## config.mk

```make
export PLATFORM = sky130hd
export DESIGN_NAME = axis_demux_2
export DESIGN_NICKNAME = d
export VERILOG_FILES = /design/src/rtl/axis_demux_out_reg.sv /design/src/rtl/axis_demux_2.sv
export SDC_FILE = /design/constraint.sdc
export NUM_CORES = 1
export LEC_CHECK = 0
export CORE_MARGIN = 8
export CORE_UTILIZATION = 50
export DETAILED_ROUTE_END_ITERATION = 16
export PLACE_DENSITY_LB_ADDON = 0.2
export SYNTH_ARGS = -nofsm -noshare
export SYNTH_HDL_FRONTEND = slang
export SYNTH_HIERARCHICAL = 1
export SYNTH_SLANG_ARGS = --single-unit
```

## constraint.sdc

```tcl
create_clock -name clk -period 1.5 [get_ports clk]
set_clock_uncertainty 0.15 [all_clocks]
set_input_delay 0.3 -clock clk [delete_from_list [all_inputs] [get_ports clk]]
set_output_delay 0.3 -clock clk [all_outputs]
set_load 0.01 [all_outputs]
```

## src/rtl/axis_demux_out_reg.sv

```systemverilog
// Per-port output skid stage: an output register plus one temp register,
// with a registered ready so the upstream handshake never sees a combinational loop.
module axis_demux_out_reg #(
    parameter int PAYLOAD_WIDTH = 8
) (
    input  logic                     clk,
    input  logic                     rst_n,
    input  logic [PAYLOAD_WIDTH-1:0] in_payload,
    input  logic                     in_valid,
    output logic                     in_ready,
    output logic [PAYLOAD_WIDTH-1:0] m_payload,
    output logic                     m_valid,
    input  logic                     m_ready
);

    logic                     ready_reg;
    logic                     ready_early;
    logic                     out_valid_reg;
    logic                     out_valid_next;
    logic                     temp_valid_reg;
    logic                     temp_valid_next;
    logic [PAYLOAD_WIDTH-1:0] out_payload_reg;
    logic [PAYLOAD_WIDTH-1:0] temp_payload_reg;
    logic                     store_in_to_out;
    logic                     store_in_to_temp;
    logic                     store_temp_to_out;

    // Ready for next cycle: downstream drains, or the temp slot cannot be needed.
    always_comb begin
        ready_early = m_ready | (~temp_valid_reg & (~out_valid_reg | ~in_valid));
    end

    // Steer the incoming beat into the output or temp slot, or refill output from temp.
    always_comb begin
        out_valid_next    = out_valid_reg;
        temp_valid_next   = temp_valid_reg;
        store_in_to_out   = 1'b0;
        store_in_to_temp  = 1'b0;
        store_temp_to_out = 1'b0;
        if (ready_reg) begin
            if (m_ready || !out_valid_reg) begin
                out_valid_next  = in_valid;
                store_in_to_out = 1'b1;
            end else begin
                temp_valid_next  = in_valid;
                store_in_to_temp = 1'b1;
            end
        end else if (m_ready) begin
            out_valid_next    = temp_valid_reg;
            temp_valid_next   = 1'b0;
            store_temp_to_out = 1'b1;
        end else begin
            out_valid_next  = out_valid_reg;
            temp_valid_next = temp_valid_reg;
        end
    end

    // Valid flags and registered ready.
    always_ff @(posedge clk or negedge rst_n) begin
        if (!rst_n) begin
            ready_reg      <= 1'b0;
            out_valid_reg  <= 1'b0;
            temp_valid_reg <= 1'b0;
        end else begin
            ready_reg      <= ready_early;
            out_valid_reg  <= out_valid_next;
            temp_valid_reg <= temp_valid_next;
        end
    end

    // Payload registers; only the valid flags carry meaning after reset.
    always_ff @(posedge clk or negedge rst_n) begin
        if (!rst_n) begin
            out_payload_reg  <= {PAYLOAD_WIDTH{1'b0}};
            temp_payload_reg <= {PAYLOAD_WIDTH{1'b0}};
        end else begin
            if (store_in_to_out) begin
                out_payload_reg <= in_payload;
            end else if (store_temp_to_out) begin
                out_payload_reg <= temp_payload_reg;
            end else begin
                out_payload_reg <= out_payload_reg;
            end
            if (store_in_to_temp) begin
                temp_payload_reg <= in_payload;
            end else begin
                temp_payload_reg <= temp_payload_reg;
            end
        end
    end

    assign in_ready  = ready_reg;
    assign m_payload = out_payload_reg;
    assign m_valid   = out_valid_reg;

endmodule

```

## src/rtl/axis_demux_2.sv

```systemverilog
// AXI4-Stream 1-to-2 frame-aware demultiplexer: the output is chosen from the
// MSB of tdest on a frame's first beat, and the whole frame is routed or dropped.
module axis_demux_2 #(
    parameter int DATA_WIDTH  = 8,
    parameter bit KEEP_ENABLE = (DATA_WIDTH > 8),
    parameter int KEEP_WIDTH  = ((DATA_WIDTH + 7) / 8),
    parameter bit ID_ENABLE   = 1'b0,
    parameter int ID_WIDTH    = 8,
    parameter int DEST_WIDTH  = 8,
    parameter bit USER_ENABLE = 1'b1,
    parameter int USER_WIDTH  = 1,
    parameter bit LAST_ENABLE = 1'b1
) (
    input  logic                  clk,
    input  logic                  rst_n,

    input  logic [DATA_WIDTH-1:0] s_axis_tdata,
    input  logic [KEEP_WIDTH-1:0] s_axis_tkeep,
    input  logic                  s_axis_tvalid,
    output logic                  s_axis_tready,
    input  logic                  s_axis_tlast,
    input  logic [ID_WIDTH-1:0]   s_axis_tid,
    input  logic [DEST_WIDTH-1:0] s_axis_tdest,
    input  logic [USER_WIDTH-1:0] s_axis_tuser,

    output logic [DATA_WIDTH-1:0] m00_axis_tdata,
    output logic [KEEP_WIDTH-1:0] m00_axis_tkeep,
    output logic                  m00_axis_tvalid,
    input  logic                  m00_axis_tready,
    output logic                  m00_axis_tlast,
    output logic [ID_WIDTH-1:0]   m00_axis_tid,
    output logic [DEST_WIDTH-1:0] m00_axis_tdest,
    output logic [USER_WIDTH-1:0] m00_axis_tuser,

    output logic [DATA_WIDTH-1:0] m01_axis_tdata,
    output logic [KEEP_WIDTH-1:0] m01_axis_tkeep,
    output logic                  m01_axis_tvalid,
    input  logic                  m01_axis_tready,
    output logic                  m01_axis_tlast,
    output logic [ID_WIDTH-1:0]   m01_axis_tid,
    output logic [DEST_WIDTH-1:0] m01_axis_tdest,
    output logic [USER_WIDTH-1:0] m01_axis_tuser,

    input  logic                  enable,
    input  logic                  drop
);

    localparam logic [0:0] IDLE   = 1'b0;
    localparam logic [0:0] ACTIVE = 1'b1;

    localparam int USER_LSB = 0;
    localparam int DEST_LSB = USER_LSB + USER_WIDTH;
    localparam int ID_LSB   = DEST_LSB + DEST_WIDTH;
    localparam int LAST_BIT = ID_LSB + ID_WIDTH;
    localparam int KEEP_LSB = LAST_BIT + 1;
    localparam int DATA_LSB = KEEP_LSB + KEEP_WIDTH;
    localparam int PW       = DATA_LSB + DATA_WIDTH;

    logic [0:0]    state;
    logic [0:0]    state_next;
    logic          select_reg;
    logic          select_next;
    logic          drop_reg;
    logic          drop_next;
    logic          accept;
    logic          beat_last;
    logic          ready_int0;
    logic          ready_int1;
    logic          in_valid0;
    logic          in_valid1;
    logic [PW-1:0] in_payload;
    logic [PW-1:0] out_payload0;
    logic [PW-1:0] out_payload1;

    assign s_axis_tready = (state == ACTIVE) &&
                           (drop_reg || (select_reg ? ready_int1 : ready_int0));
    assign accept        = s_axis_tvalid && s_axis_tready;
    assign beat_last     = LAST_ENABLE ? s_axis_tlast : 1'b1;
    assign in_valid0     = accept && !drop_reg && (select_reg == 1'b0);
    assign in_valid1     = accept && !drop_reg && (select_reg == 1'b1);

    assign in_payload = {s_axis_tdata,
                         (KEEP_ENABLE ? s_axis_tkeep : {KEEP_WIDTH{1'b1}}),
                         beat_last,
                         (ID_ENABLE ? s_axis_tid : {ID_WIDTH{1'b0}}),
                         s_axis_tdest,
                         (USER_ENABLE ? s_axis_tuser : {USER_WIDTH{1'b0}})};

    // Frame FSM: latch route and drop on the first beat, release after the last beat.
    always_comb begin
        state_next  = state;
        select_next = select_reg;
        drop_next   = drop_reg;
        case (state)
            IDLE: begin
                if (enable && s_axis_tvalid) begin
                    state_next  = ACTIVE;
                    select_next = s_axis_tdest[DEST_WIDTH-1];
                    drop_next   = drop;
                end else begin
                    state_next = IDLE;
                end
            end
            ACTIVE: begin
                if (accept && beat_last) begin
                    state_next = IDLE;
                end else begin
                    state_next = ACTIVE;
                end
            end
            default: begin
                state_next = IDLE;
            end
        endcase
    end

    // Frame state registers.
    always_ff @(posedge clk or negedge rst_n) begin
        if (!rst_n) begin
            state      <= IDLE;
            select_reg <= 1'b0;
            drop_reg   <= 1'b0;
        end else begin
            state      <= state_next;
            select_reg <= select_next;
            drop_reg   <= drop_next;
        end
    end

    axis_demux_out_reg #(
        .PAYLOAD_WIDTH (PW)
    ) u_out0 (
        .clk        (clk),
        .rst_n      (rst_n),
        .in_payload (in_payload),
        .in_valid   (in_valid0),
        .in_ready   (ready_int0),
        .m_payload  (out_payload0),
        .m_valid    (m00_axis_tvalid),
        .m_ready    (m00_axis_tready)
    );

    axis_demux_out_reg #(
        .PAYLOAD_WIDTH (PW)
    ) u_out1 (
        .clk        (clk),
        .rst_n      (rst_n),
        .in_payload (in_payload),
        .in_valid   (in_valid1),
        .in_ready   (ready_int1),
        .m_payload  (out_payload1),
        .m_valid    (m01_axis_tvalid),
        .m_ready    (m01_axis_tready)
    );

    // Disabled sideband fields present constants regardless of register contents.
    assign m00_axis_tdata = out_payload0[DATA_LSB +: DATA_WIDTH];
    assign m00_axis_tkeep = KEEP_ENABLE ? out_payload0[KEEP_LSB +: KEEP_WIDTH] : {KEEP_WIDTH{1'b1}};
    assign m00_axis_tlast = LAST_ENABLE ? out_payload0[LAST_BIT] : 1'b1;
    assign m00_axis_tid   = ID_ENABLE ? out_payload0[ID_LSB +: ID_WIDTH] : {ID_WIDTH{1'b0}};
    assign m00_axis_tdest = out_payload0[DEST_LSB +: DEST_WIDTH];
    assign m00_axis_tuser = USER_ENABLE ? out_payload0[USER_LSB +: USER_WIDTH] : {USER_WIDTH{1'b0}};

    assign m01_axis_tdata = out_payload1[DATA_LSB +: DATA_WIDTH];
    assign m01_axis_tkeep = KEEP_ENABLE ? out_payload1[KEEP_LSB +: KEEP_WIDTH] : {KEEP_WIDTH{1'b1}};
    assign m01_axis_tlast = LAST_ENABLE ? out_payload1[LAST_BIT] : 1'b1;
    assign m01_axis_tid   = ID_ENABLE ? out_payload1[ID_LSB +: ID_WIDTH] : {ID_WIDTH{1'b0}};
    assign m01_axis_tdest = out_payload1[DEST_LSB +: DEST_WIDTH];
    assign m01_axis_tuser = USER_ENABLE ? out_payload1[USER_LSB +: USER_WIDTH] : {USER_WIDTH{1'b0}};

endmodule

```

# Word level (Yosys, flattened, before mapping)
# Index checks and enable logic that the tools add are counted.
dict set report totals {
  register_bits 101
  inputBits 34
  output_inout_bits 57
  wordCells 85
}
dict set report op_classes {
  n_eq_ne 4
  muxes 32
  n_bitwise 14
  n_reduce_logical 22
}
# cell n
set ops {}
lappend ops {{27-bit 2-to-1 mux} 4}
lappend ops {{1-bit 2-to-1 mux} 27}
lappend ops {{2-bit AND reduction} 5}
lappend ops {{2-bit != test (second input constant)} 4}
lappend ops {{1-bit inverter} 8}
lappend ops {{2-bit nonzero test} 4}
lappend ops {{1-bit logical AND} 7}
lappend ops {{1-bit bitwise OR} 4}
lappend ops {{1-bit zero test} 3}
lappend ops {{1-bit logical OR} 3}
lappend ops {{1-bit AND} 2}
lappend ops {{1-bit one-hot mux with 2 select lines} 1}

# Depth between registers and ports, before layout
dict set report depth {
  depth_word 10
  depth_mapped 5
  ltp_nobuf 5
}

# By module
# Netlist, hierarchy kept.
# mod n_inst cells_each area_each_um2 seq_area_each_um2
set by_module_without_submodules {}
lappend by_module_without_submodules {axis_demux_out_reg 2 195 2695.1 1426.4}
lappend by_module_without_submodules {axis_demux_2 1 36 335.3 75.1}

# Worst setup path before layout
# OpenSTA, ideal clock, no wires.
dict set report synth_timing {
  path_type {register -> register}
  startpoint {register u_out0.ready_reg (netlist: u_out0/in_ready)}
  endpoint {register u_out0.temp_payload_reg[17]}
  setup_ns 0.125
  arrival_time_ns 1.187
  required_time_ns 1.225
  slack_ns 0.037
  path_stages_with_launch 6
  n_path_buf 3
  period_less_slack_ns 1.463
  cell_sequence {dfrtp_1 -> buf_4 -> nand3b_1 -> buf_6 -> buf_6 -> mux2_4}
}
dict set report synth_between {
  elab_chain_cells 1
}
# item line_no
set synth_rtl {}
lappend synth_rtl {{start: declaration} axis_demux_out_reg.sv:16} ;# logic ready_reg;
lappend synth_rtl {{start signal: assignment} axis_demux_out_reg.sv:65} ;# ready_reg <= ready_early;
lappend synth_rtl {{1-bit 2-to-1 mux} axis_demux_out_reg.sv:40} ;# if (ready_reg) begin
lappend synth_rtl {{end signal: assignment} axis_demux_out_reg.sv:75} ;# temp_payload_reg <= {PAYLOAD_WIDTH{1'b0}};
lappend synth_rtl {{end signal: assignment} axis_demux_out_reg.sv:85} ;# temp_payload_reg <= in_payload;
lappend synth_rtl {{end signal: assignment} axis_demux_out_reg.sv:87} ;# temp_payload_reg <= temp_payload_reg;
lappend synth_rtl {{end: declaration} axis_demux_out_reg.sv:23} ;# logic [PAYLOAD_WIDTH-1:0] temp_payload_reg;
# Every way passes these cells.
# A chain may end at the register's enable or synchronous reset.

# Worst setup path in the final report
dict set report layout_timing {
  startpoint {register select_reg}
  endpoint {output port s_axis_tready}
}
dict set report layout_between {
  elab_chain_cells 3
}
# item line_no
set layout_rtl {}
lappend layout_rtl {{start: declaration} axis_demux_2.sv:61} ;# logic select_reg;
lappend layout_rtl {{start signal: assignment} axis_demux_2.sv:125} ;# select_reg <= select_next;
lappend layout_rtl {{1-bit 2-to-1 mux} axis_demux_2.sv:76} ;# (drop_reg || (select_reg ? ready_int1 : ready_int0));
lappend layout_rtl {{1-bit logical OR} axis_demux_2.sv:76}
lappend layout_rtl {{1-bit logical AND} axis_demux_2.sv:75} ;# assign s_axis_tready = (state == ACTIVE) &&
lappend layout_rtl {{end: declaration} axis_demux_2.sv:20} ;# output logic s_axis_tready,
# Every way passes these cells.

==> results.cfg <==
[setup_path]
worst_ep_required_time_ns = 1.05
crit-reg2reg-capture = u_out1/temp_payload_reg[17]$_DFFE_PN0P_
timing.rr.start = u_out1/in_ready$_DFF_PN0_
rrSetupSlack_ns = -0.20
crit_fanout = 3
worstSetupPathType = register to primary output
startpoint_type = register
crit_path_start = select_reg$_DFFE_PN0P_
cp_data_arrival_time_ns = 1.30
endpoint_kind = primary output
r2r_cells = 5
endpoint = s_axis_tready

[power_and_ir_drop]
power.leakage_uw = 0.00251
powerDensity_mw_per_mm2 = 1830
ir_drop_uv = 874
fin_total_pwr_uw = 10100

[sta]
fin_ws_ns = -0.251
max_freq_mhz = 571
hold_viol_final = 0
tns_ns = -5.76
rsz0062_at_grt = true
drv_slew = 0
setup_violations = 40
finalCriticalPeriod_ns = 1.75
fin_crit_sh = 1.17

[floorplanning]
coreArea_mm2 = 0.00805
design.die.area_mm2 = 0.0113
dieWidth_um = 106
initial_core_util = 0.507
die_y_um = 106
rows = 33
io-pin-count = 91

[clock_network]
root_buffer = clkbuf_8
cts_tree = yes
clk_pin_slew_ns = 0.09
cts-htree-levels = 3
clock-sinks = 81
clkLatencyLatePin_ns = 0.34
clockBufferDepth = 2
cts_buffers = 9

[cells_and_area]
antenna_cells = 0
nNetsFinal = 459
num-fill-cells = 605
final_common_cell = dfrtp_1
drive_above_1_share = 0.419
final_cell_mix = 80 x dfrtp_1, 52 x buf_4, 37 x nor2b_1, 36 x a211o_1, 36 x o221a_2
syn_to_final_growth_pct = 35.6

[flow_run]
max_cap_violations = 0

[routing]
vias = 3004
via_per_inst = 5.61
wl_met2_um = 5430
top_layer = met4
wl_met3_um = 472
ant_nets = 0
post-route-drc-count = 0
drt_iter0_drc = 111
routed_wirelength_um = 10600
dr.pass1.iters = 4
wirelength_met1_um = 4510
wire_per_inst_um = 19.8

[logic_synthesis]
postSynthAreaPerCell_um2 = 12.8
synthesis.area_mm2 = 0.00408
yosysWarnings = 6
syn_inst = 318

[grt]
grt_pass1_wl_um = 16200
gr-usage-all-layers = 0.180
grt_pass1_vias = 3065
antenna_found_initial = 0
grt_max_degree = 26
overflow = 0

[placed_design]
io_buffers = 63
place_hpwl_um = 6770
gp_congestion = 0.739

[status]
status = finished with violations
violations = negative setup slack

[min_path]
hold_class = input pin to async pin
[metal layers]
layer	vias to the layer above	global-route usage
met5	-	0
met4	0	0.0714
met3	16	0.0393
met2	83	0.295
met1	1554	0.226
li1	1351	-
[cell type report]
cell class / instances / area [um2] / area share
repair buffers: 134 / 1320 / 0.239
flip-flops and latches: 81 / 2030 / 0.366
well taps: 105 / 131 / 0.0237
clock buffers: 9 / 124 / 0.0224
inverters: 2 / 7.51 / 0.00136
multi-input cells: 197 / 1850 / 0.334
clock inverters: 7 / 71.3 / 0.0129
[timing repair]
| item | in CTS | in global routing |
|---|---|---|
| setup buffers | 21 | 16 |
| hold buffers | 1 | 0 |
| gates cloned | 1 | 2 |
| gates resized for setup | 62 | 50 |
| hold endpoints to repair | 21 | 0 |
| pin swaps | 3 | 10 |
| endpoints found under the setup margin | 93 | 100 |
[critical path, stage by stage, from the launching register on]
cell and delay, ns:
dfrtp_1 0.44, nand2_2 0.09, nor3b_4 0.22, nor2b_1 0.06, buf_2 0.14
[per-stage QoR]
stage	setup slack, ns	hold slack (ns)	instance area, um2	instances	util
2_1_floorplan	0.0490	-0.146	4140	334	-
3_3_place_gp	-0.333	0.0886	4830	478	0.600
3_5_place_dp	-0.400	0.0861	4830	478	0.600
4_1_cts	-0.261	0.272	5230	517	0.649
5_1_grt	-0.308	0.293	5530	535	0.687
6_report	-0.251	0.261	5530	535	0.687
[worst min-delay path by stage]
stage          slack (ns)  depth (start not counted)                               to  startpoint
2_1_floorplan       -0.15                          0             drop_reg$_DFFE_PN0P_       rst_n
3_3_place_gp         0.09                          1  u_out1/m_payload[7]$_DFFE_PN0P_       rst_n
3_5_place_dp         0.09                          1  u_out1/m_payload[6]$_DFFE_PN0P_       rst_n
4_1_cts              0.27                          2  u_out1/m_payload[6]$_DFFE_PN0P_       rst_n
5_1_grt              0.29                          2  u_out1/m_payload[7]$_DFFE_PN0P_       rst_n
6_report             0.26                          2  u_out1/m_payload[6]$_DFFE_PN0P_       rst_n
[power breakdown]
group / total [uW] / switching [uW] / internal [uW] / leakage, uW
Combinational: 4710 / 1780 / 2930 / 0.00147
Clock: 1580 / 813 / 766 / 0.0000912
Sequential: 3840 / 663 / 3170 / 0.000953
Note: power is estimated with default switching activity, not from simulation.
